==> src/rtl/sat_mem_pkg.sv <==
// Shared types for the learned-clause DDR write path:
// word size, clause header layout and writer FSM states.
package sat_mem_pkg;

  localparam int WORD_BYTES = 4;

  typedef struct packed {
    logic [15:0] rsvd;
    logic [15:0] len;
  } clause_hdr_t;

  typedef enum logic [2:0] {
    IDLE,
    COLLECT,
    DRAIN,
    REQ,
    WRITE,
    DONE
  } wr_state_e;

endpackage

==> src/rtl/clause_lit_buffer.sv <==
// Literal buffer for one clause: one write port, one registered read port.
// Ports: clk; wr_en/wr_addr/wr_data write side; rd_addr -> rd_data next cycle.
module clause_lit_buffer #(
  parameter int DEPTH = 64,
  parameter int WIDTH = 32
) (
  input  logic             clk,
  input  logic             wr_en,
  input  logic [15:0]      wr_addr,
  input  logic [WIDTH-1:0] wr_data,
  input  logic [15:0]      rd_addr,
  output logic [WIDTH-1:0] rd_data
);

  localparam int AW = (DEPTH > 1) ? $clog2(DEPTH) : 1;

  logic [WIDTH-1:0] mem [DEPTH];

  // Prefetch may run one past the clause end; such reads are ignored.
  always_ff @(posedge clk) begin
    if (wr_en && (wr_addr < 16'(DEPTH)))
      mem[wr_addr[AW-1:0]] <= wr_data;
    if (rd_addr < 16'(DEPTH))
      rd_data <= mem[rd_addr[AW-1:0]];
  end

endmodule

==> src/rtl/learned_clause_writer.sv <==
// Buffers one learned clause, allocates DDR space, writes header + literals.
// Ports: lit_* stream in, alloc_* allocator, mem_wr_* DDR, done_*/overflow_err.
module learned_clause_writer
  import sat_mem_pkg::*;
#(
  parameter int ADDR_WIDTH     = 32,
  parameter int LIT_WIDTH      = 32,
  parameter int MAX_CLAUSE_LEN = 64
) (
  input  logic                  clk,
  input  logic                  rst_n,
  input  logic                  lit_valid,
  output logic                  lit_ready,
  input  logic [LIT_WIDTH-1:0]  lit_data,
  input  logic                  lit_last,
  output logic                  alloc_req,
  output logic [15:0]           alloc_size,
  input  logic                  alloc_grant,
  input  logic [ADDR_WIDTH-1:0] alloc_addr,
  output logic                  mem_wr_valid,
  input  logic                  mem_wr_ready,
  output logic [ADDR_WIDTH-1:0] mem_wr_addr,
  output logic [31:0]           mem_wr_data,
  output logic                  done_valid,
  output logic [ADDR_WIDTH-1:0] done_addr,
  output logic [15:0]           done_len,
  output logic                  overflow_err
);

  wr_state_e state, state_n;

  logic [15:0]           cnt;
  logic [15:0]           clause_len;
  logic [15:0]           len_n;
  logic [15:0]           wr_idx;
  logic [15:0]           rd_idx;
  logic [ADDR_WIDTH-1:0] base;
  logic [LIT_WIDTH-1:0]  rd_data;
  clause_hdr_t           hdr;

  logic beat, full, store, ovf;
  logic accept, last_word, take;

  assign beat      = lit_valid && lit_ready;
  assign full      = (cnt == 16'(MAX_CLAUSE_LEN));
  assign accept    = mem_wr_valid && mem_wr_ready;
  assign last_word = accept && (wr_idx == clause_len);
  assign take      = (state == REQ) && alloc_grant;
  assign hdr       = '{rsvd: 16'h0, len: clause_len};

  always_comb begin
    state_n = state;
    store   = 1'b0;
    ovf     = 1'b0;
    unique case (state)
      IDLE, COLLECT: begin
        if (beat) begin
          if (full) begin
            ovf     = 1'b1;
            state_n = lit_last ? IDLE : DRAIN;
          end else begin
            store   = 1'b1;
            state_n = lit_last ? REQ : COLLECT;
          end
        end
      end
      DRAIN: if (beat && lit_last) state_n = IDLE;
      REQ:   if (alloc_grant) state_n = WRITE;
      WRITE: if (last_word) state_n = DONE;
      DONE:  state_n = IDLE;
      default: state_n = IDLE;
    endcase
  end

  assign len_n = (store && lit_last) ? cnt + 16'd1 : clause_len;

  // rd_data always holds the literal for the word after the one on the bus.
  assign rd_idx = (state == WRITE) ? wr_idx + {15'b0, accept} : '0;

  clause_lit_buffer #(
    .DEPTH(MAX_CLAUSE_LEN),
    .WIDTH(LIT_WIDTH)
  ) u_buf (
    .clk    (clk),
    .wr_en  (store),
    .wr_addr(cnt),
    .wr_data(lit_data),
    .rd_addr(rd_idx),
    .rd_data(rd_data)
  );

  always_ff @(posedge clk) begin
    if (!rst_n) state <= IDLE;
    else        state <= state_n;
  end

  always_ff @(posedge clk) begin
    if (!rst_n) begin
      cnt          <= '0;
      clause_len   <= '0;
      wr_idx       <= '0;
      base         <= '0;
      lit_ready    <= 1'b0;
      overflow_err <= 1'b0;
      alloc_req    <= 1'b0;
      alloc_size   <= '0;
      mem_wr_valid <= 1'b0;
      mem_wr_addr  <= '0;
      mem_wr_data  <= '0;
      done_valid   <= 1'b0;
      done_addr    <= '0;
      done_len     <= '0;
    end else begin
      if (ovf || (store && lit_last)) cnt <= '0;
      else if (store)                 cnt <= cnt + 16'd1;
      clause_len   <= len_n;
      lit_ready    <= state_n inside {IDLE, COLLECT, DRAIN};
      overflow_err <= ovf;
      alloc_req    <= (state_n == REQ);
      alloc_size   <= (state_n == REQ) ? len_n + 16'd1 : '0;
      if (take) begin
        base         <= alloc_addr;
        wr_idx       <= '0;
        mem_wr_valid <= 1'b1;
        mem_wr_addr  <= alloc_addr;
        mem_wr_data  <= hdr;
      end else if ((state == WRITE) && accept) begin
        wr_idx       <= wr_idx + 16'd1;
        mem_wr_addr  <= mem_wr_addr + ADDR_WIDTH'(WORD_BYTES);
        mem_wr_data  <= 32'(rd_data);
        if (last_word) mem_wr_valid <= 1'b0;
      end
      done_valid <= (state_n == DONE);
      done_addr  <= (state_n == DONE) ? base : '0;
      done_len   <= (state_n == DONE) ? clause_len : '0;
    end
  end

endmodule

==> config.mk <==
export PLATFORM = sky130hd
export DESIGN_NAME = learned_clause_writer
export DESIGN_NICKNAME = d
export VERILOG_FILES = /design/src/rtl/sat_mem_pkg.sv /design/src/rtl/clause_lit_buffer.sv /design/src/rtl/learned_clause_writer.sv
export SDC_FILE = /design/constraint.sdc
export NUM_CORES = 2
export LEC_CHECK = 0
export CAP_MARGIN = 0
export CORE_UTILIZATION = 40
export DETAILED_ROUTE_END_ITERATION = 10
export SYNTH_ARGS = -nofsm -noshare
export SYNTH_HDL_FRONTEND = slang
export SYNTH_SLANG_ARGS = --single-unit
==> constraint.sdc <==
create_clock -name clk -period 5.9 [get_ports clk]
set_input_delay 1.18 -clock clk [delete_from_list [all_inputs] [get_ports clk]]
set_output_delay 1.18 -clock clk [all_outputs]
set_load 0.05 [all_outputs]
==> impl_metrics.tcl <==
set metrics [dict create \
    outcome "finished, final reports clean" \
    ys.warnings.count 0 \
    layout_setup_ws_ns 1.12 \
    synthToLayoutAreaGrowth_pct 15.7 \
    ff2ff_path_depth 6 \
    p_int_mw 25.9 \
    synthCells 6052 \
    crit_path_max_fanout 18 \
    async_flop_share_pct 0 \
    first_pass_iters 8 \
    met3_usage_pct 3.98 \
    seq_area_frac_synth_pct 74.9 \
    placed_area_um2 95900 \
    vias 55800 \
    ys_ff_latch 2296 \
    syn_area_per_cell_um2 14.7 \
    vias_per_cell 5.91 \
    hold_buffers 0 \
    cts_resized 0 \
    synth_top_area_share_pct 70.0 \
    ir_worst_vdd_mv 0.277 \
    clock_path_buffers 3 \
    met1_usage_pct 33.1 \
    grt_pass1_vias 53500 \
    hold_start "base[8]" \
    power_density_nw_per_um2 315 \
    hold_viol 0 \
    slowest_delay_ns 0.61 \
    met2_usage_pct 36.9 \
    ys.flop_type "edfxtp_1" \
    core-area_um2 221000 \
    period_share_pct 81.1 \
    synth_area_um2 89200 \
    grt_pass1_wl_mm 387 \
    max_freq_mhz 209 \
    cp_cell_sequence "clkdlybuf4s50_1, and2_0, ha_4, ha_1, xor2_4, buf_4, buf_4, buf_4, nand2_1, a311oi_1, o21ai_0, a31oi_1, a21oi_1, a22oi_1" \
    fin_area_um2 103000 \
    clkSinkCount 2296 \
    antenna_found_initial 12 \
    drt-total-wl_mm 269 \
    r2r-start "cnt[9]" \
    fin_nets 6388 \
    hp-class "reg -> reg" \
    gr-total-overflow 0 \
    cts_buffers 226 \
    worstHoldPathCells 1 \
    rsz0062_at_grt "false" \
    path_buf_inv 4 \
    grt_use_total_pct 23.6 \
    postSynthNetCount 6129 \
    first_iter_violations 7358 \
    synth.top_cells.by_area "edfxtp_1, dfxtp_1, nand2_1" \
    slew-limit-headroom_pct 17.3 \
    yosysMostFrequentCell "edfxtp_1" \
    worstSetupPathType "in -> reg" \
    required_ns 6.50 \
    p_total_mw 32.5 \
    p_leak_nw 32.2 \
    drv_cap 0 \
    die_w_um 474 \
    drive_above_1_share_pct 12.9 \
    place.gp.congestion 0.866 \
    detail-route-antenna-nets 0 \
    setup.worst_path.start_class "input pin" \
    r2r_slack_ns 1.62 \
    initial_utilization_pct 40.4 \
    end_kind "flop" \
    clock_latency_ns 0.87 \
    cts_tree "done" \
    dieArea_um2 225000 \
    fillers 19000 \
    finalSetupTns_ns 0 \
    comb_power_share_pct 1.5 \
    path_clk_slew_ns 0.06 \
    drv_slew 0 \
    worst_path_most_repeated_cell "buf_4" \
    busiest_layer "met2" \
    cp.arrival_ns 5.38 \
    power_frac_seq_pct 54.8 \
    grt_start_max_net_pins 124 \
    reg2reg_to "u_buf.mem[24][17]" \
    rows 172 \
    cpLargestDelayFamily "buffers and inverters" \
    period_minus_slack_ns 4.78 \
    setup_violations 0 \
    dieHeight_um 474 \
    place_ws_ns 0.370 \
    dp_hpwl_mm 155 \
    slowest_stage "xor2_4" \
    skew_ns 0.0480 \
    whs_endpoint "done_addr[8]" \
    p_sw_mw 6.57 \
    io_buffers 202 \
    synth_commonest_cells "edfxtp_1, nand2_1, nor2_1" \
    root_buffer "clkbuf_16" \
    wl_per_cell_um 28.5 \
    swShare_pct 20.2 \
    h-tree-depth 4 \
    synth_cell_types 76 \
    worstMarginPinSlew_ns 1.24 \
    synth.largest_area_cell "edfxtp_1" \
    cts_setup_buffers 0 \
    io_pins 203 \
    synth_edf_count 2080 \
    clkPwrFrac_pct 43.7 \
    drc 0 \
]
## worst max path at each step
| stage | from | endpoint | slack (ns) | cells after the start |
|---|---|---|---|---|
| floorplan | lit_valid | u_buf.mem[31][0] | 0.71 | 3 |
| CTS | mem_wr_ready | u_buf.rd_data[30] | 1.23 | 14 |
| global placement | mem_wr_ready | u_buf.rd_data[30] | 0.37 | 14 |
| global route | mem_wr_ready | u_buf.rd_data[30] | 1.05 | 14 |
| finish | mem_wr_ready | u_buf.rd_data[30] | 1.12 | 14 |
| detailed placement | mem_wr_ready | u_buf.rd_data[30] | 0.37 | 14 |
## placed cells by master, fill, tap and decap left out, types with 141 or more instances in the layout
cell             instances
a21oi_1                242
buf_4                  213
clkbuf_16              228
clkdlybuf4s50_1        170
dfxtp_1                216
edfxtp_1              2080
nand2_1                949
nand3_1                294
nor2_1                 239
o221ai_1               186
o22ai_1                141
## per-stage QoR
step | cells | hold slack [ns] | util (%)
after global placement | 9041 | 0.435 | 43.5
after floorplan | 6052 | 0.430 | -
after CTS | 9453 | 0.451 | 46.8
final | 9455 | 0.449 | 46.8
after detailed placement | 9041 | 0.437 | 43.5
after global routing | 9454 | 0.466 | 46.8
## power groups by stage
| stage | sequential, mW | combinational [mW] | clock (mW) |
|---|---|---|---|
| 2_1_floorplan | 18.1 | 0.115 | 0 |
| 3_3_place_gp | 18.1 | 0.474 | 0 |
| 3_5_place_dp | 18.1 | 0.489 | 0 |
| 4_1_cts | 17.8 | 0.490 | 14.4 |
| 5_1_grt | 17.8 | 0.519 | 15.0 |
| 6_report | 17.8 | 0.488 | 14.2 |
## sequential cells by signal, summed over array words and instances (netlist names), 16 cells and up
name and flops:
mem_wr_addr 32, wr_idx 16, u_buf.mem 2048, alloc_size 16, mem_wr_data 32, clause_len 16
done_addr 32, u_buf.rd_data 32, base 32, done_len 16, cnt 16
## cells by family (layout without fill, tap and decap cells)
family,after synthesis,after routing,share of synthesized area [%]
compound gates,1096,1096,8.83
other cells,0,2,0
xor+xnor,97,97,0.969
mux,188,188,3.46
simple gates,1928,1928,9.53
flops,2296,2296,74.9
fa+ha+maj,7,7,0.0982
buf+inv,440,883,2.24
## worst register-to-register path, stage by stage, from the launching register on
cell and delay, ns:
dfxtp_1 0.40, nor4_1 0.51, nand3_1 0.34, nor4_1 0.63
nand2_1 0.72, nor2_4 1.06, buf_4 0.35
## metal layers
layer  vias up  routed length [um]
li1      24000                   -
met3       394               24800
met4         8                9280
met2      2940              124000
met1     28500              111000
met5         -                 186
## layout make-up
class | count | area, um^2 | area share (%)
diodes | 2 | 5.00 | 0.00485
clock buffers | 283 | 5950 | 5.77
flip-flops and latches | 2296 | 66800 | 64.7
well taps | 2958 | 3700 | 3.59
multi-input cells | 3316 | 21000 | 20.4
clock inverters | 129 | 1260 | 1.22
repair buffers | 461 | 4380 | 4.25
inverters | 10 | 45.0 | 0.0437
Note: power is estimated with default switching activity, not from simulation.
